===== src/rtl/i2c_reg_seq.sv =====
// i2c_reg_seq: register-level request sequencer driving an i2cMaster Avalon-MM slave port.
// Latency: per byte about 3 setup cycles + I2C byte time + 4 cycles; init takes 3 cycles after reset.
// Backpressure: reqReady is high only while idle; one request is in flight at a time, with no queueing.
//
// Ports:
//   clk, reset            system clock and synchronous active-high reset
//   req*                  request handshake (valid/ready), op select, device/register address, write data
//   rsp*                  one-cycle completion pulse with read data and error code
//                         ({timeout, cmdErr[1:0]})
//   avm*                  Avalon-MM master into i2cMaster avs* (registered single-cycle pulses)
//   insIrq                i2cMaster byte-done interrupt
//
// Build option: define I2C_SEQ_POLL_EN to run the core with its interrupt disabled.
// The sequencer then polls the irq flag register instead of watching insIrq.

module i2c_reg_seq #(
  parameter int TIMEOUT_CLKS = 1_000_000
) (
  input  logic       clk,
  input  logic       reset,
  input  logic       reqValid,
  output logic       reqReady,
  input  logic       reqRd,
  input  logic [6:0] reqDevAdr,
  input  logic [7:0] reqRegAdr,
  input  logic [7:0] reqWrData,
  output logic       rspValid,
  output logic [7:0] rspRdData,
  output logic [2:0] rspErr,
  output logic [1:0] avmAdr,
  output logic       avmWr,
  output logic [7:0] avmWrData,
  output logic       avmRd,
  input  logic [7:0] avmRdData,
  input  logic       insIrq
);

  localparam int CNT_W = $clog2(TIMEOUT_CLKS + 1);
  localparam logic [CNT_W-1:0] CNT_LAST = CNT_W'(TIMEOUT_CLKS - 1);

  // i2cMaster register map
  localparam logic [1:0] ADR_CTRL = 2'd0;
  localparam logic [1:0] ADR_IRQ  = 2'd1;
  localparam logic [1:0] ADR_DATA = 2'd2;
  localparam logic [1:0] ADR_CMD  = 2'd3;

  localparam logic [7:0] CTRL_SRST = 8'h01;
`ifdef I2C_SEQ_POLL_EN
  localparam logic [7:0] CTRL_EN = 8'h80;
`else
  localparam logic [7:0] CTRL_EN = 8'hC0;
`endif

  typedef enum logic [3:0] {
    INIT_SRST = 4'd0,
    INIT_EN   = 4'd1,
    IDLE      = 4'd2,
    LOAD      = 4'd3,
    CMD       = 4'd4,
    WAIT_IRQ  = 4'd5,
    RD_STAT   = 4'd6,
    STAT_CAP  = 4'd7,
    CLR_IRQ   = 4'd8,
    RD_DATA   = 4'd9,
    DATA_CAP  = 4'd10,
    RESP      = 4'd11
  } state_t;

  state_t state, nextState;

  // Latched request
  logic       latRd;
  logic [6:0] latDev;
  logic [7:0] latReg;
  logic [7:0] latWd;

  logic [1:0]       stepIdx;
  logic [CNT_W-1:0] toCnt;
  logic             abortPend;
  logic             irqSeen;

  // Step table view
  logic       curRd;
  logic [6:0] curDev;
  logic [7:0] curReg;
  logic [7:0] curWd;
  logic [1:0] stepSel;
  logic [7:0] stepByte;
  logic [7:0] stepCmd;
  logic       lastStep;

  // Next values for the registered bus outputs
  logic [1:0] avmAdrNxt;
  logic       avmWrNxt;
  logic [7:0] avmWrDataNxt;
  logic       avmRdNxt;

`ifdef I2C_SEQ_POLL_EN
  // Poll phase 0 issues the irq-flag read, phase 1 sees its data.
  logic pollPhase;
  logic pollNext;
  assign pollNext = (state == WAIT_IRQ) ? ~pollPhase : 1'b0;
  assign irqSeen  = pollPhase & avmRdData[0];

  always_ff @(posedge clk) begin
    if (reset) pollPhase <= 1'b0;
    else       pollPhase <= pollNext;
  end
`else
  assign irqSeen = insIrq;
`endif

  // Byte/command for the step about to be loaded. In IDLE the request is being
  // accepted this edge, so the live request fields are used. In CLR_IRQ the step
  // index advances on the same edge that LOAD is entered.
  always_comb begin
    curRd  = latRd;
    curDev = latDev;
    curReg = latReg;
    curWd  = latWd;
    if (state == IDLE) begin
      curRd  = reqRd;
      curDev = reqDevAdr;
      curReg = reqRegAdr;
      curWd  = reqWrData;
    end

    stepSel = stepIdx;
    if (state == IDLE)         stepSel = 2'd0;
    else if (state == CLR_IRQ) stepSel = stepIdx + 2'd1;

    stepByte = 8'h00;
    stepCmd  = 8'h00;
    case (stepSel)
      2'd0: begin stepByte = {curDev, 1'b0}; stepCmd = 8'hC0; end
      2'd1: begin stepByte = curReg;         stepCmd = 8'h40; end
      2'd2: begin
        if (curRd) begin stepByte = {curDev, 1'b1}; stepCmd = 8'hC0; end
        else       begin stepByte = curWd;          stepCmd = 8'h50; end
      end
      default: begin stepByte = 8'h00; stepCmd = 8'h10; end
    endcase

    lastStep = latRd ? (stepIdx == 2'd3) : (stepIdx == 2'd2);
  end

  // State register
  always_ff @(posedge clk) begin
    if (reset) state <= INIT_SRST;
    else       state <= nextState;
  end

  // Next-state logic
  always_comb begin
    nextState = state;
    case (state)
      // After reset the soft-reset write has not gone out yet, so stay until
      // the registered write pulse is seen on the bus.
      INIT_SRST: if (avmWr) nextState = INIT_EN;
      INIT_EN:   nextState = abortPend ? RESP : IDLE;
      IDLE:      if (reqValid && reqReady) nextState = LOAD;
      LOAD:      nextState = CMD;
      CMD:       nextState = WAIT_IRQ;
      WAIT_IRQ: begin
        if (irqSeen)                nextState = RD_STAT;
        else if (toCnt == CNT_LAST) nextState = INIT_SRST;
      end
      RD_STAT:   nextState = STAT_CAP;
      STAT_CAP:  nextState = (avmRdData[1:0] != 2'b00) ? INIT_SRST : CLR_IRQ;
      CLR_IRQ: begin
        if (!lastStep)  nextState = LOAD;
        else if (latRd) nextState = RD_DATA;
        else            nextState = RESP;
      end
      RD_DATA:   nextState = DATA_CAP;
      DATA_CAP:  nextState = RESP;
      RESP:      nextState = IDLE;
      default:   nextState = INIT_SRST;
    endcase
  end

  // Bus outputs are decoded from the next state and registered, so each access
  // is active during the state that issues it and read data lands in the state after.
  always_comb begin
    avmAdrNxt    = 2'd0;
    avmWrNxt     = 1'b0;
    avmWrDataNxt = 8'h00;
    avmRdNxt     = 1'b0;
    case (nextState)
      INIT_SRST: begin avmWrNxt = 1'b1; avmAdrNxt = ADR_CTRL; avmWrDataNxt = CTRL_SRST; end
      INIT_EN:   begin avmWrNxt = 1'b1; avmAdrNxt = ADR_CTRL; avmWrDataNxt = CTRL_EN;   end
      LOAD:      begin avmWrNxt = 1'b1; avmAdrNxt = ADR_DATA; avmWrDataNxt = stepByte;  end
      CMD:       begin avmWrNxt = 1'b1; avmAdrNxt = ADR_CMD;  avmWrDataNxt = stepCmd;   end
`ifdef I2C_SEQ_POLL_EN
      WAIT_IRQ:  if (!pollNext) begin avmRdNxt = 1'b1; avmAdrNxt = ADR_IRQ; end
`endif
      RD_STAT:   begin avmRdNxt = 1'b1; avmAdrNxt = ADR_CMD; end
      CLR_IRQ:   begin avmWrNxt = 1'b1; avmAdrNxt = ADR_IRQ; avmWrDataNxt = 8'h00; end
      RD_DATA:   begin avmRdNxt = 1'b1; avmAdrNxt = ADR_DATA; end
      default:   ;
    endcase
  end

  // Registered outputs and datapath
  always_ff @(posedge clk) begin
    if (reset) begin
      reqReady  <= 1'b0;
      rspValid  <= 1'b0;
      rspRdData <= 8'h00;
      rspErr    <= 3'b000;
      avmAdr    <= 2'd0;
      avmWr     <= 1'b0;
      avmWrData <= 8'h00;
      avmRd     <= 1'b0;
      stepIdx   <= 2'd0;
      toCnt     <= '0;
      abortPend <= 1'b0;
      latRd     <= 1'b0;
      latDev    <= 7'h00;
      latReg    <= 8'h00;
      latWd     <= 8'h00;
    end else begin
      avmAdr    <= avmAdrNxt;
      avmWr     <= avmWrNxt;
      avmWrData <= avmWrDataNxt;
      avmRd     <= avmRdNxt;
      reqReady  <= (nextState == IDLE);
      rspValid  <= (nextState == RESP);

      case (state)
        IDLE: begin
          if (reqValid && reqReady) begin
            latRd     <= reqRd;
            latDev    <= reqDevAdr;
            latReg    <= reqRegAdr;
            latWd     <= reqWrData;
            stepIdx   <= 2'd0;
            rspErr    <= 3'b000;
            rspRdData <= 8'h00;
          end
        end
        CMD: toCnt <= '0;
        WAIT_IRQ: begin
          toCnt <= toCnt + 1'b1;
          if (nextState == INIT_SRST) begin
            rspErr    <= 3'b100;
            abortPend <= 1'b1;
          end
        end
        STAT_CAP: begin
          if (avmRdData[1:0] != 2'b00) begin
            rspErr    <= {1'b0, avmRdData[1:0]};
            abortPend <= 1'b1;
          end
        end
        CLR_IRQ:  if (!lastStep) stepIdx <= stepIdx + 2'd1;
        DATA_CAP: rspRdData <= avmRdData;
        INIT_EN:  abortPend <= 1'b0;
        default:  ;
      endcase
    end
  end

endmodule


===== config.mk =====
export PLATFORM = sky130hd
export DESIGN_NAME = i2c_reg_seq
export DESIGN_NICKNAME = d
export VERILOG_FILES = /design/src/rtl/i2c_reg_seq.sv
export SDC_FILE = /design/constraint.sdc
export NUM_CORES = 1
export LEC_CHECK = 0
export CORE_AREA = 4 4 87 89
export CTS_CLUSTER_DIAMETER = 200
export DETAILED_ROUTE_END_ITERATION = 10
export DIE_AREA = 0 0 91 93
export PLACE_DENSITY = 0.81
export SKIP_LAST_GASP = 1
export SYNTH_ARGS = -nofsm -noshare
export SYNTH_HDL_FRONTEND = slang
export SYNTH_SLANG_ARGS = --single-unit

===== constraint.sdc =====
create_clock -name clk -period 6.6 [get_ports clk]
set_input_delay 0.99 -clock clk [delete_from_list [all_inputs] [get_ports clk]]
set_output_delay 0.99 -clock clk [all_outputs]
set_load 0.01 [all_outputs]

==> qor.yml <==
cts_sinks: 76
clockPowerShare_pct: 31.4
fin_crit_sh_pct: 52.72
r2r_cells: 6
syn2layout_area_growth_pct: 22.97
cp.required_ps: 6870
viasPerCell: 5.895
tns_ps: 0
ys_ff_latch: 76
drtAntennaViolNets: 0
ir_worst_vdd_uv: 161.9
grtUsageMet1_pct: 30.40
grt_busiest_layer: "met2"
synth_edf_count: 0
power_switching_mw: 0.4472
grt_util_all_layers_pct: 22.15
setup_violations: 0
critical_path_class: "reg2reg"
yosys_most_used_dff: "dfxtp_1"
fin_skew_ps: 8.567
start_util_pct: 53.54
combPwrFrac_pct: 28.2
holdPathEnd: "latDev[2]"
clk_latency_ps: 350
ioPinCount: 61
routedWlPerCell_um: 15.64
syn_inst: 466
vias: 3496
ys_types: 57
relSlewSlack_pct: 32.18
dpl.cell_count: 577
die_w_um: 91
globalplace.congestion: 0.8691
cts_tree: "built"
syn_avg_cell_area_sq_um: 7.762
dr.pass1.iters: 5
cp-start-kind: "flop"
port-buffer-count: 60
die_h_um: 93
fin_ws_ps: 3121
path_clk_slew_ps: 70
fp.coreArea_sq_mm: 0.006756
arrival_ps: 3740
root_buffer: "clkbuf_8"
r2r_end: "avmWrData[0]"
status: "finished clean"
grt_antenna_before_repair: 0
end_kind: "flop"
tightest_slew_ps: 1016
final_max_slew_viol_count: 0
grt_pass1_wl_um: 15480
async_reset_ff_share_pct: 0
drt_drc_violations_left: 0
grt_pass1_vias: 3264
hold_ws_ps: 457.1
holdCritStartpoint: "latDev[2]"
antenna_cells: 0
hold_violations: 0
syn_area_sq_mm: 0.003617
power_frac_seq_pct: 40.4
switching_share_pct: 33.21
dieArea_sq_mm: 0.008463
use_met3_pct: 4.827
power_density_mw_per_mm2: 302.8
rsz0062_at_grt: "no"
place_ws_ps: 3047
max_freq_ghz: 0.2874
reg2reg_slack_ps: 3120
hold_depth: 2
synthTopCellsByArea: "dfxtp_1 (42%), nand2_1 (9.9%), a21oi_1 (7.9%), nor2_1 (3.5%), nand3_1 (2.9%)"
min_path_type: "reg2reg"
stdcell_count: 593
wl_um: 9276
drt_iter0_markers: 295
ys_warn_count: 0
cts_buffers: 9
h-tree-depth: 3
hold_buffers: 0
final_core_util_pct: 65.83
grt-ovfl-total: 0
cts.repair.resized: 0
rows: 30
p_leak_nw: 1.453
grt_max_degree: 72
cap_violations: 0
syn-num-nets: 504
yosysTopAreaCellShare_pct: 42.06
path_max_fanout: 30
r2r_start: "state[0]"
nets: 546
fin_crit_ps: 3479
drive_above_1_share_pct: 7.602
nFillCells: 568
seq_area_frac_synth_pct: 42.06
cts_setup_buffers: 0
hpwl_um: 6257
globalRouteMet2Util_pct: 34.40
synth_top_area_cell: "dfxtp_1"
clockBufferDepth: 2
p_int_mw: 0.8995
sequential cells by signal, indices dropped and copies added (netlist names):
name       flops
reqReady       1
abortPend      1
avmWr          1
rspRdData      8
latWd          8
avmAdr         2
latRd          1
rspErr         3
toCnt         20
avmWrData      8
avmRd          1
latDev         7
rspValid       1
stepIdx        2
state          4
latReg         8
routing by layer:
layer  part of all wire (%)  up-vias
li1                       -     1733
met1                     46     1637
met2                     46      114
met3                    6.5       12
met4                    1.7        0
met5                      0        -
Yosys cell counts (all sizes together), types with 6 or more instances:
cell type	instances
a31oi	6
nand2	95
dfxtp	76
clkbuf	29
nand3	21
or3	7
nor3	14
a21oi	58
mux2	7
nand4	8
o21ai	18
a311oi	6
nor2	34
inv	8
nor2b	7
how the worst max path moves through the flow:
stage	endpoint	cells past startpoint	slack, ps	from
floorplan	rspErr[2]	5	4150	insIrq
global placement	avmWrData[0]	6	3150	reqValid
detailed placement	avmWrData[7]	6	3050	reqValid
CTS	avmWrData[0]	6	3160	state[0]
global route	avmWrData[0]	6	2710	state[0]
finish	avmWrData[0]	6	3120	state[0]
layout by cell type (no fill, tap or decap), types with 3 or more instances in the layout:
master	synthesis	layout
a21oi_1	57	57
a221oi_1	5	5
a311oi_1	6	6
a31oi_1	6	6
a32oi_1	3	3
and2_1	5	5
and3_1	3	3
buf_4	0	3
bufinv_16	0	3
clkbuf_8	0	9
clkdlybuf4s50_1	0	59
dfxtp_1	76	76
inv_1	8	8
mux2_2	7	7
nand2_1	95	95
nand2b_1	4	4
nand3_1	21	21
nand4_1	8	8
nor2_1	34	34
nor2b_1	7	7
nor3_1	14	14
o21a_1	4	4
o21ai_0	17	17
o22ai_1	3	3
or2_2	3	3
or3_1	6	6
worst max-delay path, cell delays in order (launching register included):
cell and delay, ps:
dfxtp_1 990, nand4bb_1 870, nor3_1 380, o21ai_0 220
o21a_1 210, or4_1 500, a211oi_2 220
area by class of cell:
cell class / instances / area, sq um / area share, %
tap: 80 / 100.1 / 2.250
inverter: 8 / 30.03 / 0.6751
timing repair buffer: 63 / 618.1 / 13.90
multi-input combinational: 350 / 1939 / 43.60
clock inverter: 7 / 115.1 / 2.588
clock buffer: 9 / 123.9 / 2.785
sequential: 76 / 1521 / 34.21
logic make-up after synthesis:
logic type | after synthesis | share of synthesized area, %
xor+xnor | 3 | 0.7265
buf+inv | 40 | 4.497
mux | 7 | 2.179
compound gates | 119 | 20.34
fa+ha+maj | 2 | 0.6917
simple gates | 219 | 29.50
flops | 76 | 42.06
power groups by stage:
stage | Combinational (mW) | Sequential (mW) | Clock [mW]
global route | 0.415 | 0.551 | 0.447
CTS | 0.373 | 0.543 | 0.429
detailed placement | 0.369 | 0.553 | 0
finish | 0.379 | 0.544 | 0.423
floorplan | 0.280 | 0.521 | 0
global placement | 0.362 | 0.553 | 0
metrics by stage:
| step | power, mW | cell area (sq um) |
|---|---|---|
| after floorplan | 0.8004 | 3617 |
| after global placement | 0.9144 | 4209 |
| after detailed placement | 0.9222 | 4209 |
| after CTS | 1.345 | 4448 |
| after global routing | 1.413 | 4448 |
| final | 1.347 | 4448 |
Note: power is estimated with default switching activity, not from simulation.
